File: src/rtl/alu_arbiter.sv
// alu_arbiter
//   Shares one combinational execute-stage ALU between two requesters using
//   round-robin arbitration. Owns the architectural NZCV register, feeds its
//   C bit to the ALU carry-in, and writes it from the ALU flags when the
//   request carries S=1. One operation takes IDLE -> EXEC -> RESP.
//
// Ports
//   clk, rstN                     clock (rising edge), async active-low reset
//   req{0,1}ValidIn/ReadyOut      request handshake
//   req{0,1}Val1In/Val2In         operands
//   req{0,1}CmdIn, req{0,1}SIn    ALU command, status-update enable
//   resp{0,1}ValidOut/ReadyIn     response handshake (only the owner is valid)
//   respResOut, respStatusOut     shared response result and flags {N,Z,C,V}
//   aluVal1Out/aluVal2Out/aluCmdOut/aluCarryOut   to the ALU
//   aluResIn, aluStatusIn         from the ALU (combinational)
//   statusRegOut                  architectural NZCV register
module alu_arbiter #(
  parameter int N = 32
) (
  input  logic         clk,
  input  logic         rstN,
  input  logic         req0ValidIn,
  output logic         req0ReadyOut,
  input  logic [N-1:0] req0Val1In,
  input  logic [N-1:0] req0Val2In,
  input  logic [3:0]   req0CmdIn,
  input  logic         req0SIn,
  input  logic         req1ValidIn,
  output logic         req1ReadyOut,
  input  logic [N-1:0] req1Val1In,
  input  logic [N-1:0] req1Val2In,
  input  logic [3:0]   req1CmdIn,
  input  logic         req1SIn,
  output logic         resp0ValidOut,
  input  logic         resp0ReadyIn,
  output logic         resp1ValidOut,
  input  logic         resp1ReadyIn,
  output logic [N-1:0] respResOut,
  output logic [3:0]   respStatusOut,
  output logic [N-1:0] aluVal1Out,
  output logic [N-1:0] aluVal2Out,
  output logic [3:0]   aluCmdOut,
  output logic         aluCarryOut,
  input  logic [N-1:0] aluResIn,
  input  logic [3:0]   aluStatusIn,
  output logic [3:0]   statusRegOut
);

  typedef enum logic [1:0] {IDLE, EXEC, RESP} state_t;

  state_t       state_q, state_d;
  logic         last_grant_q, last_grant_d;
  logic         owner_q, owner_d;
  logic         s_q, s_d;
  logic [N-1:0] val1_q, val1_d;
  logic [N-1:0] val2_q, val2_d;
  logic [3:0]   cmd_q, cmd_d;
  logic [N-1:0] res_q, res_d;
  logic [3:0]   rstat_q, rstat_d;
  logic [3:0]   status_q, status_d;

  logic grant_sel;  // 0 = req0, 1 = req1
  logic req_hs;
  logic resp_hs;

  // Round-robin: on contention the requester that did not win last time
  // goes first; otherwise whichever one is valid.
  always_comb begin
    if (req0ValidIn && req1ValidIn) begin
      grant_sel = ~last_grant_q;
    end else begin
      grant_sel = req1ValidIn;
    end
  end

  assign req0ReadyOut  = (state_q == IDLE) && req0ValidIn && !grant_sel;
  assign req1ReadyOut  = (state_q == IDLE) && req1ValidIn &&  grant_sel;
  assign req_hs        = req0ReadyOut || req1ReadyOut;

  assign resp0ValidOut = (state_q == RESP) && !owner_q;
  assign resp1ValidOut = (state_q == RESP) &&  owner_q;
  // Only the owner's ready can complete the response.
  assign resp_hs       = (resp0ValidOut && resp0ReadyIn) ||
                         (resp1ValidOut && resp1ReadyIn);

  // ALU is fed straight from the operand registers, so it keeps showing the
  // last operation while idle. Carry-in is the pre-update C bit.
  assign aluVal1Out    = val1_q;
  assign aluVal2Out    = val2_q;
  assign aluCmdOut     = cmd_q;
  assign aluCarryOut   = status_q[1];

  assign respResOut    = res_q;
  assign respStatusOut = rstat_q;
  assign statusRegOut  = status_q;

  always_comb begin
    state_d      = state_q;
    last_grant_d = last_grant_q;
    owner_d      = owner_q;
    s_d          = s_q;
    val1_d       = val1_q;
    val2_d       = val2_q;
    cmd_d        = cmd_q;
    res_d        = res_q;
    rstat_d      = rstat_q;
    status_d     = status_q;

    unique case (state_q)
      IDLE: begin
        if (req_hs) begin
          owner_d = grant_sel;
          val1_d  = grant_sel ? req1Val1In : req0Val1In;
          val2_d  = grant_sel ? req1Val2In : req0Val2In;
          cmd_d   = grant_sel ? req1CmdIn  : req0CmdIn;
          s_d     = grant_sel ? req1SIn    : req0SIn;
          state_d = EXEC;
        end
      end
      EXEC: begin
        res_d   = aluResIn;
        rstat_d = aluStatusIn;
        if (s_q) begin
          status_d = aluStatusIn;
        end
        state_d = RESP;
      end
      RESP: begin
        if (resp_hs) begin
          last_grant_d = owner_q;
          state_d      = IDLE;
        end
      end
      default: begin
        state_d = IDLE;
      end
    endcase
  end

  always_ff @(posedge clk or negedge rstN) begin
    if (!rstN) begin
      state_q      <= IDLE;
      last_grant_q <= 1'b1;  // req0 wins the first contention
      owner_q      <= 1'b0;
      s_q          <= 1'b0;
      val1_q       <= '0;
      val2_q       <= '0;
      cmd_q        <= '0;
      res_q        <= '0;
      rstat_q      <= '0;
      status_q     <= '0;
    end else begin
      state_q      <= state_d;
      last_grant_q <= last_grant_d;
      owner_q      <= owner_d;
      s_q          <= s_d;
      val1_q       <= val1_d;
      val2_q       <= val2_d;
      cmd_q        <= cmd_d;
      res_q        <= res_d;
      rstat_q      <= rstat_d;
      status_q     <= status_d;
    end
  end

endmodule

File: config.mk
export PLATFORM = sky130hd
export DESIGN_NAME = alu_arbiter
export DESIGN_NICKNAME = d
export VERILOG_FILES = /design/src/rtl/alu_arbiter.sv
export SDC_FILE = /design/constraint.sdc
export NUM_CORES = 1
export LEC_CHECK = 0
export BUFFER_PORTS_ARGS = -buffer_cell sky130_fd_sc_hd__clkbuf_2
export CAP_MARGIN = 0
export CORE_MARGIN = 2
export CORE_UTILIZATION = 46
export DETAILED_ROUTE_END_ITERATION = 10
export PLACE_DENSITY = 0.81
export SYNTH_ARGS = -nofsm -noshare
export SYNTH_HDL_FRONTEND = slang
export SYNTH_SLANG_ARGS = --single-unit
File: constraint.sdc
create_clock -name clk -period 2.1 [get_ports clk]
set_clock_uncertainty 0.05 [all_clocks]
set_input_delay 0.105 -clock clk [delete_from_list [all_inputs] [get_ports clk]]
set_output_delay 0.105 -clock clk [all_outputs]
set_load 0.1 [all_outputs]
Yosys cells after proc, flatten, opt, wreduce, memory -nomap -nowiden
Index checks and enable logic that the tools add are counted.
{ "op_classes": {"mux": 8, "n_eq_ne": 4, "n_bitwise": 1, "reduce_logical": 18} }
{ "op_table": {"columns": ["cell", "count"], "rows": [
  ["32-bit two-way mux", 2],
  ["1-bit logical AND", 9],
  ["2-bit AND reduction", 4],
  ["2-bit one-hot mux with 3 select lines", 1],
  ["2-bit two-way mux", 2],
  ["4-bit two-way mux", 1],
  ["2-bit inequality test (second input constant)", 2],
  ["2-bit by 1-bit equality test with 1-bit output (second input constant)", 1],
  ["2-bit equality test (second input constant)", 1],
  ["1-bit zero test", 2],
  ["2-bit zero test", 1],
  ["1-bit logical OR", 2],
  ["1-bit two-way mux", 2],
  ["1-bit NOT", 1]
]} }
{ "word_totals": {"register_bits": 113, "out_inout_bits": 113, "elab_cells": 41, "in_bits": 180} }

Logic depth before layout (Yosys ltp)
Gate-level depths: netlist of the first run.
{ "logic_depth": {"word_depth": 7, "depth_mapped": 5, "depth_no_buf": 3} }

Worst setup path before layout of the first run
OpenSTA, ideal clock, no wires.
{ "synth_path": {"kind": "register to register", "startpoint": "register state_q[0]", "endpoint": "register last_grant_q", "period_less_slack_ns": 3.200, "slack_ns": -1.100, "n_path_buf": 0, "path_stages_with_launch": 4, "arrival_time_ns": 3.069, "required_time_ns": 1.970, "setup_time_ns": 0.080, "path_cell_list": "dfrtp_1 -> nor3b_1 -> nand2_1 -> a22o_1"} }
{ "synth_via": {"elab_chain_len": 5, "elab_cells_between_ends": 7, "classes_between": "1 x eq/ne; 6 x reduce/logical"} }
{ "synth_lines": {"columns": ["item", "line_no", "text"], "rows": [
  ["start: declaration", "51", "state_t state_q, state_d;"],
  ["start signal: assignment", "153", "state_q <= state_d;"],
  ["2-bit equality test", "80", "assign resp0ValidOut = (state_q == RESP) && !owner_q;"],
  ["1-bit logical AND", "80", null],
  ["via resp0ValidOut", "34", "output logic resp0ValidOut,"],
  ["1-bit logical AND", "83", "assign resp_hs = (resp0ValidOut && resp0ReadyIn) ||"],
  ["1-bit logical OR", "83", null],
  ["2-bit AND reduction (no source line)", null, null],
  ["end signal: assignment", "154", "last_grant_q <= last_grant_d;"],
  ["end: declaration", "52", "logic last_grant_q, last_grant_d;"]
]} }
The timed path passes the listed nets, and every way through them passes these cells.
A chain may end at the register's enable or synchronous reset.

Worst setup path after layout of the first run
{ "layout_path": {"startpoint": "register last_grant_q", "endpoint": "output port req1ReadyOut"} }
{ "layout_via": {"elab_chain_len": 3} }
{ "layout_lines": {"columns": ["item", "line_no", "text"], "rows": [
  ["1-bit NOT", "70", "grant_sel = ~last_grant_q;"],
  ["1-bit two-way mux", "69", "if (req0ValidIn && req1ValidIn) begin"],
  ["1-bit logical AND", "77", "assign req1ReadyOut = (state_q == IDLE) && req1ValidIn && grant_sel;"],
  ["end: declaration", "29", "output logic req1ReadyOut,"]
]} }
Every way passes these cells.

==> results of run 1 <==
worst max path at each step:
stage | slack (ns) | endpoint | depth (start not counted)
2_1_floorplan | -0.08 | last_grant_q | 3
3_3_place_gp | 0.27 | aluVal1Out[29] | 4
3_5_place_dp | 0.22 | aluCmdOut[1] | 4
4_1_cts | 0.06 | req1ReadyOut | 4
5_1_grt | 0.03 | req1ReadyOut | 4
6_report | 0.09 | req1ReadyOut | 4
cell type report:
cell class / count / area (sq um)
Fill cell: 683 / 3100
Sequential cell: 113 / 2830
Multi-Input combinational cell: 194 / 2650
Timing Repair Buffer: 403 / 2630
Clock buffer: 22 / 484
Tap cell: 147 / 184
Clock inverter: 10 / 131
metrics by stage:
step           util [%]  worst slack [ns]  area (sq um)
6_report           74.2            0.0904          8910
3_3_place_gp       61.0             0.271          7320
3_5_place_dp       61.0             0.222          7320
4_1_cts            74.1            0.0569          8900
5_1_grt            74.2            0.0258          8910
2_1_floorplan         -           -0.0775          5670
worst max-delay path, cell delays in order, from the launching register on:
cell,delay (ns)
dfstp_2,0.53
a21bo_4,0.29
buf_12,0.27
nor3_4,0.06
clkbuf_4,0.28
metal layers:
metal	share of wire, %	vias up	wire length [microns]
li1	-	1986	-
met1	38	2064	6010
met2	53	199	8250
met3	7.0	24	1090
met4	1.8	0	286
met5	0	-	0
cells in the mapped netlist, drive strengths merged:
| cell type | number |
|---|---|
| nand3b | 2 |
| dfrtp | 112 |
| mux2i | 1 |
| and3b | 1 |
| and3 | 1 |
| buf | 21 |
| nor2 | 1 |
| nand2b | 1 |
| a22o | 1 |
| a21bo | 1 |
| dfstp | 1 |
| nor3b | 1 |
| mux2 | 178 |
| nor3 | 1 |
| o21a | 1 |
| nand2 | 3 |
| a21o | 1 |
cell families (layout without fill, tap and decap cells):
group | after synthesis | in the layout | synth area share, %
buf+inv | 21 | 435 | 3.50
compound gates | 4 | 4 | 0.598
flops | 113 | 113 | 50.1
simple gates | 11 | 11 | 1.13
mux | 179 | 179 | 44.7
timing repair:
item | in CTS | in global routing
buffers inserted | 0 | 0
endpoints found under the hold margin | 120 | 1
gates resized for setup | 1 | 0
hold buffers | 96 | 1
endpoints found under the setup margin | 1 | 0
sequential cells by signal, summed over array words and instances, names as in the netlist:
signal,cells
aluCmdOut,4
aluVal1Out,32
aluVal2Out,32
last_grant_q,1
owner_q,1
respResOut,32
respStatusOut,4
s_q,1
state_q,2
statusRegOut,4
==> flow_summary_export.csv, run 1 <==
group,metric,value,unit
min_path,hold_class,"in2reg",
timing,rsz0062_at_grt,"false",
synthesis,ys.warnings.count,0,
clock_tree,insertion_delay,0.40,ns
timing,period_needed,2.01,ns
detailed_routing,routed_wl,15600,microns
critical_path,setup.worst_path.class,"reg2out",
synthesis,syn_area_per_cell,17.2,sq um
floorplanning,die_y,115,microns
synthesis,syn-num-nets,508,
place,port_buffers,292,
critical_path,arrival,1.85,ns
global_routing,grt_pass1_vias,4624,
floorplanning,die_area,13200,sq um
timing,slew_headroom,59.7,%
global_routing,grt_first_pass_wirelength,23300,microns
synthesis,synth.area.top_cells,"dfrtp_1, mux2_4, mux2_2",
floorplanning,fp.coreArea,12000,sq um
place,dp_hpwl,10500,microns
timing,max_freq,498,MHz
floorplanning,die_w,115,microns
global_routing,grt_busiest_layer,"met2",
clock_tree,cts.path.max_buffers,2,
synthesis,synth_area,5650,sq um
critical_path,end_kind,"primary output",
timing,hold_slack,0.0133,ns
global_routing,antenna_found_initial,0,
place,gp_congestion,0.787,
global_routing,grt_use_total,23.3,%
timing,timing_hold_violations_final,0,
cells_and_area,layout_commonest_cell,"clkbuf_2",
min_path,min-delay-start,"req1Val2In[20]",
critical_path,required,1.95,ns
synthesis,ys_types,21,
cells_and_area,final_cells,889,
cells_and_area,antennaDiodeCount,0,
clock_tree,htreeDepth,4,
cells_and_area,area_delta_synth_final,57.8,%
synthesis,yosysTopAreaCellShare,49.6,%
critical_path,reg2reg_from,"last_grant_q",
critical_path,startpoint,"last_grant_q",
detailed_routing,vias_per_cell,4.81,
timing,slew_viol_final,0,
clock_tree,clkTransAtPathRegs,0.05,ns
timing,final-setup-viol-count,0,
floorplanning,fp-row-count,40,
critical_path,critPathMaxFanout,26,
critical_path,r2r_slack,0.22,ns
critical_path,r2r-end,"aluCmdOut[1]",
detailed_routing,vias,4273,
global_routing,met1_usage,25.0,%
place,dp_cells,760,
global_routing,grt_overflow_total,0,
global_routing,use_met3,7.59,%
detailed_routing,wl_per_cell,17.6,microns
detailed_routing,dr.pass1.iters,4,
clock_tree,cts-root-buf,"clkbuf_16",
detailed_routing,drc,0,
cells_and_area,mostFrequentLayoutCells,"clkbuf_2, mux2_4, dfrtp_1",
critical_path,cp-start-kind,"flip-flop",
timing,min_period_over_period,95.7,%
clock_tree,cts_made_buffers,17,
min_path,holdPathStages,3,
global_routing,grtUsageMet2,42.8,%
synthesis,yosys_register_bits,113,
run_status,outcome,"finished clean",
timing,worst_slew_pin_slew,0.608,ns
clock_tree,cts_sinks,113,
floorplanning,io_pins,293,
synthesis,yosys.area.top_type,"dfrtp_1",
detailed_routing,drtIter0Drc,193,
job,maxCapViolations,0,
cells_and_area,drive_gt1_share,70.1,%
detailed_routing,ant_nets,0,
global_routing,grt_max_degree,46,
timing,fin_tns_setup,0,ns
synthesis,synthCells,328,
clock_tree,cts_tree,"done",
min_path,hold-path-endpoint,"aluVal2Out[20]",
cells_and_area,fin_nets,909,
synthesis,seq_area_frac_synth,50.1,%
critical_path,reg2regPathDepth,4,
floorplanning,initial_core_util,47.0,%
Power of run 1 is left out: the tool's default activity adds up to more than one toggle a clock period on the data nets, which glitch-free logic cannot reach.
==> inputs of run 2 (changes only) <==
==> constraint.sdc (replaced) <==
create_clock -name clk -period 2.1 [get_ports clk]
set_clock_uncertainty 0.05 [all_clocks]
set_input_delay 0.105 -clock clk [delete_from_list [all_inputs] [get_ports clk]]
set_output_delay 0.105 -clock clk [all_outputs]
set_load 0.05 [all_outputs]
==> flow_summary_export.csv, run 2 (same netlist as run 1, synthesis figures left out) <==
group,metric,value,unit
global_routing,grt_first_pass_wirelength,26500,microns
clock_tree,clkTransAtPathRegs,0.05,ns
timing,timing_hold_violations_final,0,
detailed_routing,vias_per_cell,4.92,
detailed_routing,drc,0,
floorplanning,initial_core_util,47.0,%
critical_path,crit_top_cell,"mux2_4",
critical_path,end_kind,"flip-flop",
critical_path,max_stage_delay,0.56,ns
floorplanning,die_area,13200,sq um
critical_path,required,2.34,ns
clock_tree,cts.path.max_buffers,2,
timing,final-setup-viol-count,0,
run_status,outcome,"finished clean",
detailed_routing,wl_per_cell,19.2,microns
timing,slew_headroom,60.1,%
place,dp_hpwl,10200,microns
critical_path,arrival,2.31,ns
timing,slew_viol_final,0,
global_routing,grt_max_degree,114,
floorplanning,fp-row-count,40,
clock_tree,cts_made_buffers,17,
cells_and_area,area_delta_synth_final,64.2,%
min_path,hold_class,"in2reg",
clock_tree,insertion_delay,0.41,ns
timing,max_freq,483,MHz
critical_path,critPathMaxFanout,7,
timing,min_period_over_period,98.5,%
critical_path,setup.worst_path.class,"reg2reg",
critical_path,path_cells,"a21bo_4, mux2_4, dlygate4sd3_1, mux2_4",
floorplanning,die_y,115,microns
clock_tree,cts_sinks,113,
clock_tree,cts-root-buf,"clkbuf_16",
detailed_routing,vias,4555,
critical_path,path_buf_inv,1,
power,peakVddDrop,0.00108,V
detailed_routing,routed_wl,17800,microns
place,gp_congestion,0.772,
power,power.leakage,4.82,nW
detailed_routing,drtIter0Drc,128,
floorplanning,die_w,115,microns
critical_path,reg2regPathDepth,4,
place,dp_cells,756,
global_routing,grt_pass1_vias,5047,
timing,worst_slew_pin_slew,0.599,ns
clock_tree,cts_tree,"done",
job,maxCapViolations,0,
power,power,16.4,mW
global_routing,antenna_found_initial,0,
clock_tree,htreeDepth,4,
place,placed_area,7260,sq um
min_path,holdPathStages,3,
place,port_buffers,292,
critical_path,slowest_stage,"dlygate4sd3_1",
cells_and_area,drive_gt1_share,66.5,%
cells_and_area,fin_nets,943,
detailed_routing,dr.pass1.iters,4,
global_routing,grt_overflow_total,0,
cells_and_area,fin_util,77.2,%
critical_path,path_depth,4,
detailed_routing,ant_nets,0,
global_routing,grt_use_total,26.9,%
floorplanning,io_pins,293,
cells_and_area,final_cells,926,
cells_and_area,design_area,9280,sq um
power,power_density,1770,nW/um^2
floorplanning,fp.coreArea,12000,sq um
cells_and_area,mostFrequentLayoutCells,"clkbuf_2, mux2_4, dlygate4sd3_1",
cells_and_area,fillers,632,
critical_path,crit_family,"multiplexers",
cells_and_area,layout_commonest_cell,"clkbuf_2",
timing,period_needed,2.07,ns
critical_path,cp-start-kind,"flip-flop",
run 2: changes by cell type in the layout (fill, tap and decap cells not counted), moves of 2 or more:
cell           change
dlygate4sd3_1     +37
buf_12             -2
clkbuf_8           -2
clkinv_4           +2
clkinv_2           -5
diode_2            +3
buf_4              -2
clkinvlp_4         +3
bufinv_16          +2
run 2: what timing repair did:
| item | 4_1_cts | 5_1_grt |
|---|---|---|
| setup buffers | 0 | 1 |
| setup endpoints to repair | 0 | 4 |
| gates resized for setup | 0 | 1 |
| hold endpoints to repair | 209 | 0 |
| hold buffers | 135 | 0 |
run 2: tightest hold or removal path, delay by kind of cell:
| family | cells | cell delay, ns |
|---|---|---|
| multiplexers | 2 | 0.26 |
| buffers and inverters | 1 | 0.07 |
run 2: path summary, 6_finish.rpt:
| path | start | endpoint | slack [ns] |
|---|---|---|---|
| worst max-delay path | last_grant_q | aluVal2Out[15] | 0.03 |
| worst min-delay path | req1CmdIn[3] | aluCmdOut[3] | 0.01 |
| worst max register to register | last_grant_q | aluVal2Out[15] | 0.03 |
| worst min register to register | respResOut[10] | respResOut[10] | 0.45 |
| max in group asynchronous | rstN | aluVal2Out[15] | 1.26 |
| min in group asynchronous | rstN | respResOut[14] | 0.29 |
run 2: per-stage QoR:
stage               setup slack [ns]  TNS (ns)  hold slack [ns]
finish                        0.0310         0           0.0121
global route                -0.00473  -0.00651          0.00656
CTS                           0.0453         0        0.0000383
detailed placement             0.290         0            0.185
global placement               0.336         0            0.180
floorplan                   -0.00677  -0.00677           -0.241
run 2: area by class of cell:
class	instances	area, sq um	area share, %
multi-input cells	194	2640	28.5
clock inverters	12	206	2.23
diodes	3	7.51	0.0809
well taps	147	184	1.98
repair buffers	437	2950	31.8
flip-flops and latches	113	2830	30.5
clock buffers	20	457	4.92
run 2: power breakdown:
part           switching [mW]  internal [mW]
Clock                    1.04           2.17
Combinational            5.84           3.28
Sequential              0.749           3.33
run 2: layer usage:
metal  up-vias  GRT usage, %  part of all wire (%)
met5         -             0                     0
met4         0          13.5                   3.8
met3        53          8.65                   7.5
met2       252          47.9                    52
met1      2201          28.6                    36
li1       2049             -                     -
Note: power is estimated with default switching activity, not from simulation.
